--- src/rtl/apb_pkg.sv ---
// Shared definitions for the APB3 completer memory: state encoding, bus defaults,
// error codes and an address range helper.
package apb_pkg;

  typedef enum logic {
    ST_IDLE   = 1'b0,
    ST_ACCESS = 1'b1
  } apb_state_e;

  localparam int APB_DATA_W = 8;
  localparam int APB_ADDR_W = 8;
  localparam int APB_MAX_WAIT = 15;

  localparam logic ERR_OKAY  = 1'b0;
  localparam logic ERR_SLVERR = 1'b1;

  function automatic logic addr_in_range(input logic [31:0] addr, input int depth);
    return (addr < 32'(depth));
  endfunction

endpackage

--- src/rtl/apb_completer_store.sv ---
// DEPTH x DATA_W storage with synchronous write, combinational read and async clear.
// Per-entry written flags exist only when APB_COMPLETER_STRICT_RD_EN is defined.
module apb_completer_store
  import apb_pkg::*;
#(
  parameter int DATA_W = APB_DATA_W,
  parameter int DEPTH  = 32,
  parameter int IDX_W  = (DEPTH > 1) ? $clog2(DEPTH) : 1
) (
  input  logic              clk_i,
  input  logic              rst_i,
  input  logic              we_i,
  input  logic [IDX_W-1:0]  widx_i,
  input  logic [DATA_W-1:0] wdata_i,
  input  logic [IDX_W-1:0]  ridx_i,
  output logic [DATA_W-1:0] rdata_o,
  output logic              written_o
);

  logic [DATA_W-1:0] mem_q [DEPTH];

  always_ff @(posedge clk_i or posedge rst_i) begin
    if (rst_i) begin
      for (int i = 0; i < DEPTH; i++) mem_q[i] <= '0;
    end else if (we_i) begin
      mem_q[widx_i] <= wdata_i;
    end
  end

  assign rdata_o = mem_q[ridx_i];

`ifdef APB_COMPLETER_STRICT_RD_EN
  logic [DEPTH-1:0] written_q;

  always_ff @(posedge clk_i or posedge rst_i) begin
    if (rst_i) begin
      written_q <= '0;
    end else if (we_i) begin
      written_q[widx_i] <= 1'b1;
    end
  end

  assign written_o = written_q[ridx_i];
`else
  assign written_o = 1'b1;
`endif

endmodule

--- src/rtl/apb_completer_mem.sv ---
// APB3 completer with a byte-wide register file and WAIT_CYCLES wait states per access.
// Define APB_COMPLETER_STRICT_RD_EN to flag reads of never-written entries with PSLVERR.
module apb_completer_mem
  import apb_pkg::*;
#(
  parameter int DATA_W      = APB_DATA_W,
  parameter int ADDR_W      = APB_ADDR_W,
  parameter int DEPTH       = 32,
  parameter int WAIT_CYCLES = 0
) (
  input  logic              PCLK,
  input  logic              PRESET,
  input  logic              PSEL,
  input  logic              PENABLE,
  input  logic              PWRITE,
  input  logic [ADDR_W-1:0] PADDR,
  input  logic [DATA_W-1:0] PWDATA,
  output logic [DATA_W-1:0] PRDATA,
  output logic              PREADY,
  output logic              PSLVERR
);

  localparam int IDX_W = (DEPTH > 1) ? $clog2(DEPTH) : 1;

  if (WAIT_CYCLES < 0 || WAIT_CYCLES > APB_MAX_WAIT) begin : g_bad_wait
    $error("apb_completer_mem: WAIT_CYCLES must be in 0..15");
  end

  apb_state_e        state_q, state_d;
  logic [IDX_W-1:0]  addr_q, addr_d;
  logic              write_q, write_d;
  logic [DATA_W-1:0] wdata_q, wdata_d;
  logic [DATA_W-1:0] rdata_q, rdata_d;
  logic              err_q, err_d;
  logic [3:0]        cnt_q, cnt_d;

  logic              store_we_s;
  logic [DATA_W-1:0] store_rdata_s;
  logic              store_written_s;
  logic              setup_err_s;

  apb_completer_store #(
    .DATA_W (DATA_W),
    .DEPTH  (DEPTH),
    .IDX_W  (IDX_W)
  ) u_store (
    .clk_i     (PCLK),
    .rst_i     (PRESET),
    .we_i      (store_we_s),
    .widx_i    (addr_q),
    .wdata_i   (wdata_q),
    .ridx_i    (PADDR[IDX_W-1:0]),
    .rdata_o   (store_rdata_s),
    .written_o (store_written_s)
  );

  assign setup_err_s = !addr_in_range(32'(PADDR), DEPTH) || (!PWRITE && !store_written_s);

  always_ff @(posedge PCLK or posedge PRESET) begin
    if (PRESET) begin
      state_q <= ST_IDLE;
      addr_q  <= '0;
      write_q <= 1'b0;
      wdata_q <= '0;
      rdata_q <= '0;
      err_q   <= ERR_OKAY;
      cnt_q   <= 4'd0;
    end else begin
      state_q <= state_d;
      addr_q  <= addr_d;
      write_q <= write_d;
      wdata_q <= wdata_d;
      rdata_q <= rdata_d;
      err_q   <= err_d;
      cnt_q   <= cnt_d;
    end
  end

  always_comb begin
    state_d    = state_q;
    addr_d     = addr_q;
    write_d    = write_q;
    wdata_d    = wdata_q;
    rdata_d    = rdata_q;
    err_d      = err_q;
    cnt_d      = cnt_q;
    store_we_s = 1'b0;
    case (state_q)
      ST_IDLE: begin
        if (PSEL && !PENABLE) begin
          addr_d  = PADDR[IDX_W-1:0];
          write_d = PWRITE;
          wdata_d = PWDATA;
          cnt_d   = 4'(WAIT_CYCLES);
          err_d   = setup_err_s ? ERR_SLVERR : ERR_OKAY;
          rdata_d = (PWRITE || setup_err_s) ? '0 : store_rdata_s;
          state_d = ST_ACCESS;
        end else begin
          state_d = ST_IDLE;
        end
      end
      ST_ACCESS: begin
        // Dropping PSEL or PENABLE mid-access abandons the transfer untouched.
        if (!(PSEL && PENABLE)) begin
          state_d = ST_IDLE;
        end else if (cnt_q != 4'd0) begin
          cnt_d = cnt_q - 4'd1;
        end else begin
          store_we_s = write_q && !err_q;
          state_d    = ST_IDLE;
        end
      end
      default: state_d = ST_IDLE;
    endcase
  end

  assign PREADY  = (state_q == ST_ACCESS) && (cnt_q == 4'd0);
  assign PRDATA  = PREADY ? rdata_q : '0;
  assign PSLVERR = PREADY ? err_q : 1'b0;

endmodule

--- config.mk ---
export PLATFORM = sky130hd
export DESIGN_NAME = apb_completer_mem
export DESIGN_NICKNAME = d
export VERILOG_FILES = /design/src/rtl/apb_pkg.sv /design/src/rtl/apb_completer_store.sv /design/src/rtl/apb_completer_mem.sv
export SDC_FILE = /design/constraint.sdc
export NUM_CORES = 1
export LEC_CHECK = 0
export BUFFER_PORTS_ARGS = -buffer_cell sky130_fd_sc_hd__buf_2
export CAP_MARGIN = 5
export CORE_ASPECT_RATIO = 1.5
export CORE_MARGIN = 2
export CORE_UTILIZATION = 55
export CTS_BUF_LIST = sky130_fd_sc_hd__clkbuf_16
export CTS_CLUSTER_DIAMETER = 80
export DETAILED_ROUTE_END_ITERATION = 12
export PLACE_DENSITY = 0.71
export SYNTH_ARGS = -nofsm -noshare
export SYNTH_HDL_FRONTEND = slang
export SYNTH_SLANG_ARGS = --single-unit
--- constraint.sdc ---
create_clock -name PCLK -period 9.43 [get_ports PCLK]
set_input_delay 0 -clock PCLK [delete_from_list [all_inputs] [get_ports PCLK]]
set_output_delay 0 -clock PCLK [all_outputs]
set_load 0.05 [all_outputs]
## Word level (Yosys, flattened, before mapping)

Cells that the tools add are included.
Widths: inputs -> output; s select.

| storage, ports and cells | value |
|---|---|
| bits in registers | 284 |
| bits of input ports | 21 |
| output and inout port bits | 10 |
| word-level logic and storage cells | 84 |

| cells by class | value |
|---|---|
| add/sub/neg operators | 1 |
| magnitude comparators | 4 |
| equality and inequality tests | 3 |
| mux-type cells | 21 |
| bitwise gates (word level) | 3 |
| reduce and logical (&&, ||, !) cells | 13 |

Operators with widths:

| kind | count |
|---|---|
| $bwmux 256 | 1 |
| $bmux 8 s5 | 1 |
| $demux 8 s5 | 1 |
| $mux 8 | 5 |
| $ge 6x6->1 const B | 2 |
| $mux 4 | 3 |
| $not 5->6 | 2 |
| $lt 8x6->1 const B | 1 |
| $mux 1 | 8 |
| $pmux 4 s2 | 1 |
| $lt 6x1->1 const B | 1 |
| $logic_and 1x1->1 | 5 |
| $logic_not 4->1 | 1 |
| $ne 2x1->1 const B | 2 |
| $reduce_bool 4->1 | 1 |
| $sub 4x1->4 const B | 1 |
| $logic_not 1->1 | 3 |
| $reduce_and 3->1 | 1 |
| $ne 2x2->1 const B | 1 |
| $pmux 1 s2 | 1 |
| $reduce_and 2->1 | 1 |
| $logic_or 1x1->1 | 1 |
| $not 1->1 | 1 |

## Logic depth before layout (Yosys ltp)

| depth | value |
|---|---|
| depth after elaboration | 6 |
| gate-level depth with buffers | 9 |
| depth with buffers taken out | 7 |

## Hierarchy

Synthesis repeated with hierarchy kept, for this count alone.

| second synthesis, totals | value |
|---|---|
| cell total of the unflattened synthesis | 814 |
| area, all modules | 13067.5 sq um |

By module, submodules not included:

| module | instances | cells each | area each (sq um) |
|---|---|---|---|
| apb_completer_store | 1 | 702 | 11693.7 |
| apb_completer_mem | 1 | 112 | 1373.8 |

## Worst setup path before layout

OpenSTA, ideal clock, no wires.

| path | value |
|---|---|
| path type | register to register |
| start | register cnt_q[0] |
| end | register u_store.mem_q[56] in the netlist's numbering |
| data arrival time | 2.177 ns |
| required time | 9.305 ns |
| setup slack | 7.128 ns |
| cell stages (with the launch flop) | 10 |
| path through | dfrtp_1 inv_1 ha_1 and4bb_2 nand3_1 or2_1 buf_2 or3_1 buf_6 mux2_4 |

| between the ends | value |
|---|---|
| word-level cells in the longest chain between the ends | 4 |

Ends and longest elaborated chain:

| item | line | text |
|---|---|---|
| start: declaration | apb_completer_mem.sv:35 | `logic [3:0] cnt_q, cnt_d;` |
| start signal: assignment | apb_completer_mem.sv:75 | `cnt_q <= cnt_d;` |
| $reduce_bool 4->1 | apb_completer_mem.sv:106 | `end else if (cnt_q != 4'd0) begin` |
| $mux 1 | apb_completer_mem.sv:106 |  |
| $mux 1 | apb_completer_mem.sv:104 | `if (!(PSEL && PENABLE)) begin` |
| $mux 1 | apb_completer_mem.sv:88 | `case (state_q)` |
| end signal: indexed assignment | apb_completer_store.sv:26 | `mem_q[widx_i] <= wdata_i;` |
| end: declaration | apb_completer_store.sv:20 | `logic [DATA_W-1:0] mem_q [DEPTH];` |

Every way passes these cells.
A chain may end at the register's enable or synchronous reset.

## Worst setup path in the final report

| path | value |
|---|---|
| start | register cnt_q[0] |
| end | register u_store.mem_q[229] in the netlist's numbering |

Same word-level chain as after synthesis.

==> results.py <==
metrics = {
    "grt": {
        "grt_pass1_vias": 8258,
        "grt_usage_pct": 24.2,
        "grt_max_degree": 134,
        "antenna_found_initial": 0,
        "overflow": 0,
        "grt_first_pass_wirelength_um": 47100,
    },
    "yosys": {
        "netlist_instances": 946,
        "synth_compound_area_share_pct": 4.15,
        "yosys.area.top_type": "dfrtp_1",
        "async_flop_share_pct": 100,
        "ys_seq_area_share_pct": 54.1,
        "synthMuxAreaShare_pct": 33.4,
        "synth_top_family_by_area": "multiplexers",
        "synth_fp_nets": 968,
        "ys_ff_latch": 284,
        "synth-xor-area-share_pct": 0.0667,
        "synth_fa_ha_area_share_pct": 0.0953,
        "synth_edf_count": 0,
        "synth_ff_type": "dfrtp_1",
        "yosys.area_share.simple_pct": 5.80,
        "netlist_area_um2": 13100,
        "syn_avg_cell_area_um2": 13.9,
        "synth_top_area_share_pct": 54.1,
        "yosysUniqueCellTypes": 47,
        "ys_warn_count": 0,
        "synthTopCellsByArea": "dfrtp_1, mux2_2, mux4_2, mux2i_1, nand2_1",
    },
    "drt": {
        "drc": 0,
        "route.vias.total": 7861,
        "firstDrtPassIters": 4,
        "drt_iter0_drc": 573,
        "finalWirelength_um": 29600,
        "ant_nets": 0,
        "vias_per_cell": 6.02,
        "routedWlPerCell_um": 22.7,
    },
    "timing": {
        "setup_viol": 0,
        "tightest_slew_ns": 1.25,
        "post-route-min-period_ns": 2.81,
        "skew_ns": 0.0319,
        "fin_setup_tns_ns": 0,
        "min_period_over_period_pct": 29.8,
        "hold_viol": 0,
        "slew_viol_final": 0,
        "rsz0062_at_grt": "no",
        "fmax_mhz": 355,
        "slew_headroom_pct": 16.6,
    },
    "floorplanning": {
        "rows": 69,
        "die_area_um2": 25200,
        "die_h_um": 193,
        "fp.dieW_um": 130,
        "pin_count": 31,
        "coreArea_um2": 23600,
        "initial_core_util_pct": 55.7,
    },
    "placement": {
        "place_congestion": 0.828,
        "hpwl_um": 18900,
        "io_buffers": 30,
        "dp.cells": 1242,
        "dpl_cell_area_um2": 13500,
    },
    "clock_network": {
        "cts_tree": "built",
        "root_buffer": "clkbuf_16",
        "clkSinkCount": 284,
        "cts_inserted_buffers": 27,
        "clk_latency_ns": 0.55,
        "cts-resized-gates": 0,
        "clockBufferDepth": 3,
        "htree_num_levels": 1,
        "clkTransAtPathRegs_ns": 0.06,
    },
    "finish": {
        "num_antenna_cells": 0,
        "finalNonFillerCells": 1306,
        "layout_common_cells": "dfrtp_1, mux2_2, nand2_1, mux2i_1, mux4_2",
        "n_fill_cell": 1839,
        "drive_above_1_share_pct": 40.3,
        "final_area_um2": 14500,
        "multi_input_area_um2": 5720,
        "fin_util_pct": 61.6,
        "final-seq-area_um2": 7110,
        "fin_nets": 990,
        "syn_to_final_growth_pct": 10.5,
        "layout_commonest_cell": "dfrtp_1",
    },
    "worst_setup_path": {
        "path_cells": "inv_1, ha_1, and4bb_2, or3b_2, nor2_2, nand3_1, mux2_2",
        "cp_slowest_stage_delay_ns": 0.53,
        "cpMaxStageDelayCell": "or3b_2",
        "cp_max_fo": 15,
        "crit_arrival_ns": 3.22,
        "worstSetupPathType": "flop to flop",
        "endpoint_kind": "flop",
        "critPathLaunchType": "flop",
        "required_ns": 9.83,
    },
    "power_and_ir_drop": {
        "p_leak_nw": 7.19,
        "power.density_nw_per_um2": 178,
        "max-vdd-ir-drop_uv": 127,
    },
    "run_status": {
        "status": "completed",
    },
    "min_path": {
        "hold_class": "input port to flop",
    },
    "flow_run": {
        "max-cap-violations": 0,
    },
}
## sequential cells by signal, indices dropped and copies added, names as in the netlist
signal,cells
u_store.mem_q,256
cnt_q,4
rdata_q,8
write_q,1
state_q,1
err_q,1
addr_q,5
wdata_q,8
## path summary, 6_finish.rpt
path | start | to | slack [ns] | cells after the start
worst max-delay path | cnt_q[0] | u_store.mem_q[229] | 6.62 | 7
worst min-delay path | PADDR[0] | addr_q[0] | 0.03 | 3
worst max register to register | cnt_q[0] | u_store.mem_q[229] | 6.62 | 7
worst min register to register | write_q | write_q | 0.48 | 2
max in group asynchronous | PRESET | u_store.mem_q[72] | 7.61 | 4
min in group asynchronous | PRESET | u_store.mem_q[145] | 0.20 | 3
## stage by stage
step	power [mW]	hold slack (ns)	setup WS, ns
after CTS	2.61	0.0297	6.61
after global placement	1.55	0.192	6.58
after detailed placement	1.55	0.198	6.60
after floorplan	1.47	0.105	1.59
after global routing	2.68	0.0459	6.49
final	2.59	0.0273	6.62
## report_power, final
group / internal, mW / leakage, nW / switching [mW]
sequential: 1.24 / 3.94 / 0.0654
combinational: 0.0745 / 2.81 / 0.152
clock: 0.601 / 0.442 / 0.455
total: 1.92 / 7.19 / 0.673
## per-layer routing
metal / share of wire, % / routed length (um) / GRT usage, % / up-vias
met5: 0 / 0 / 0 / -
met4: 3.5 / 1020 / 8.28 / 0
met3: 4.3 / 1260 / 3.68 / 51
met2: 51 / 15000 / 40.7 / 185
met1: 42 / 12300 / 32.1 / 4146
li1: - / - / - / 3479
## cells in the mapped netlist, types with 2 or more instances
cell	n
dfrtp_1	284
mux2_2	256
nand2_1	67
mux2i_1	66
clkbuf_1	44
mux4_2	32
a21oi_1	24
a22oi_1	17
nor2_1	14
buf_2	12
nor2b_1	12
and2_1	10
a22o_1	9
nand3_1	9
mux2_4	8
nor2_2	8
a211oi_1	7
a221oi_1	7
o41ai_1	7
buf_4	6
inv_1	5
nand2b_1	4
nand3b_1	4
buf_1	3
nand2_2	3
nor3_1	3
nor3b_1	3
nand4_1	2
o22ai_1	2
## critical path, delay by kind of cell, from the launching register on
kind / cells / cell delay [ns]
multiplexers: 1 / 0.43
adder cells (fa/ha/maj): 1 / 0.21
buffers and inverters: 1 / 0.09
AND/OR/NAND/NOR: 4 / 1.55
flip-flops: 1 / 0.40
## cell families after synthesis
kind of cell	after synthesis
compound gates	77
xor+xnor	1
fa+ha+maj	1
buf+inv	71
flops	284
mux	362
simple gates	150
## timing repair
action,4_1_cts,5_1_grt
setup buffers,0,0
hold buffers,16,0
endpoints found under the hold margin,149,0
## final cells by class
class                      count  area share [%]
sequential                   284            49.0
multi-input combinational    591            39.4
clock buffer                  27            4.65
timing repair buffer          59            2.85
tap                          319            2.75
clock inverter                21            1.22
inverter                       5           0.181
(Power assumes the default switching activity.)
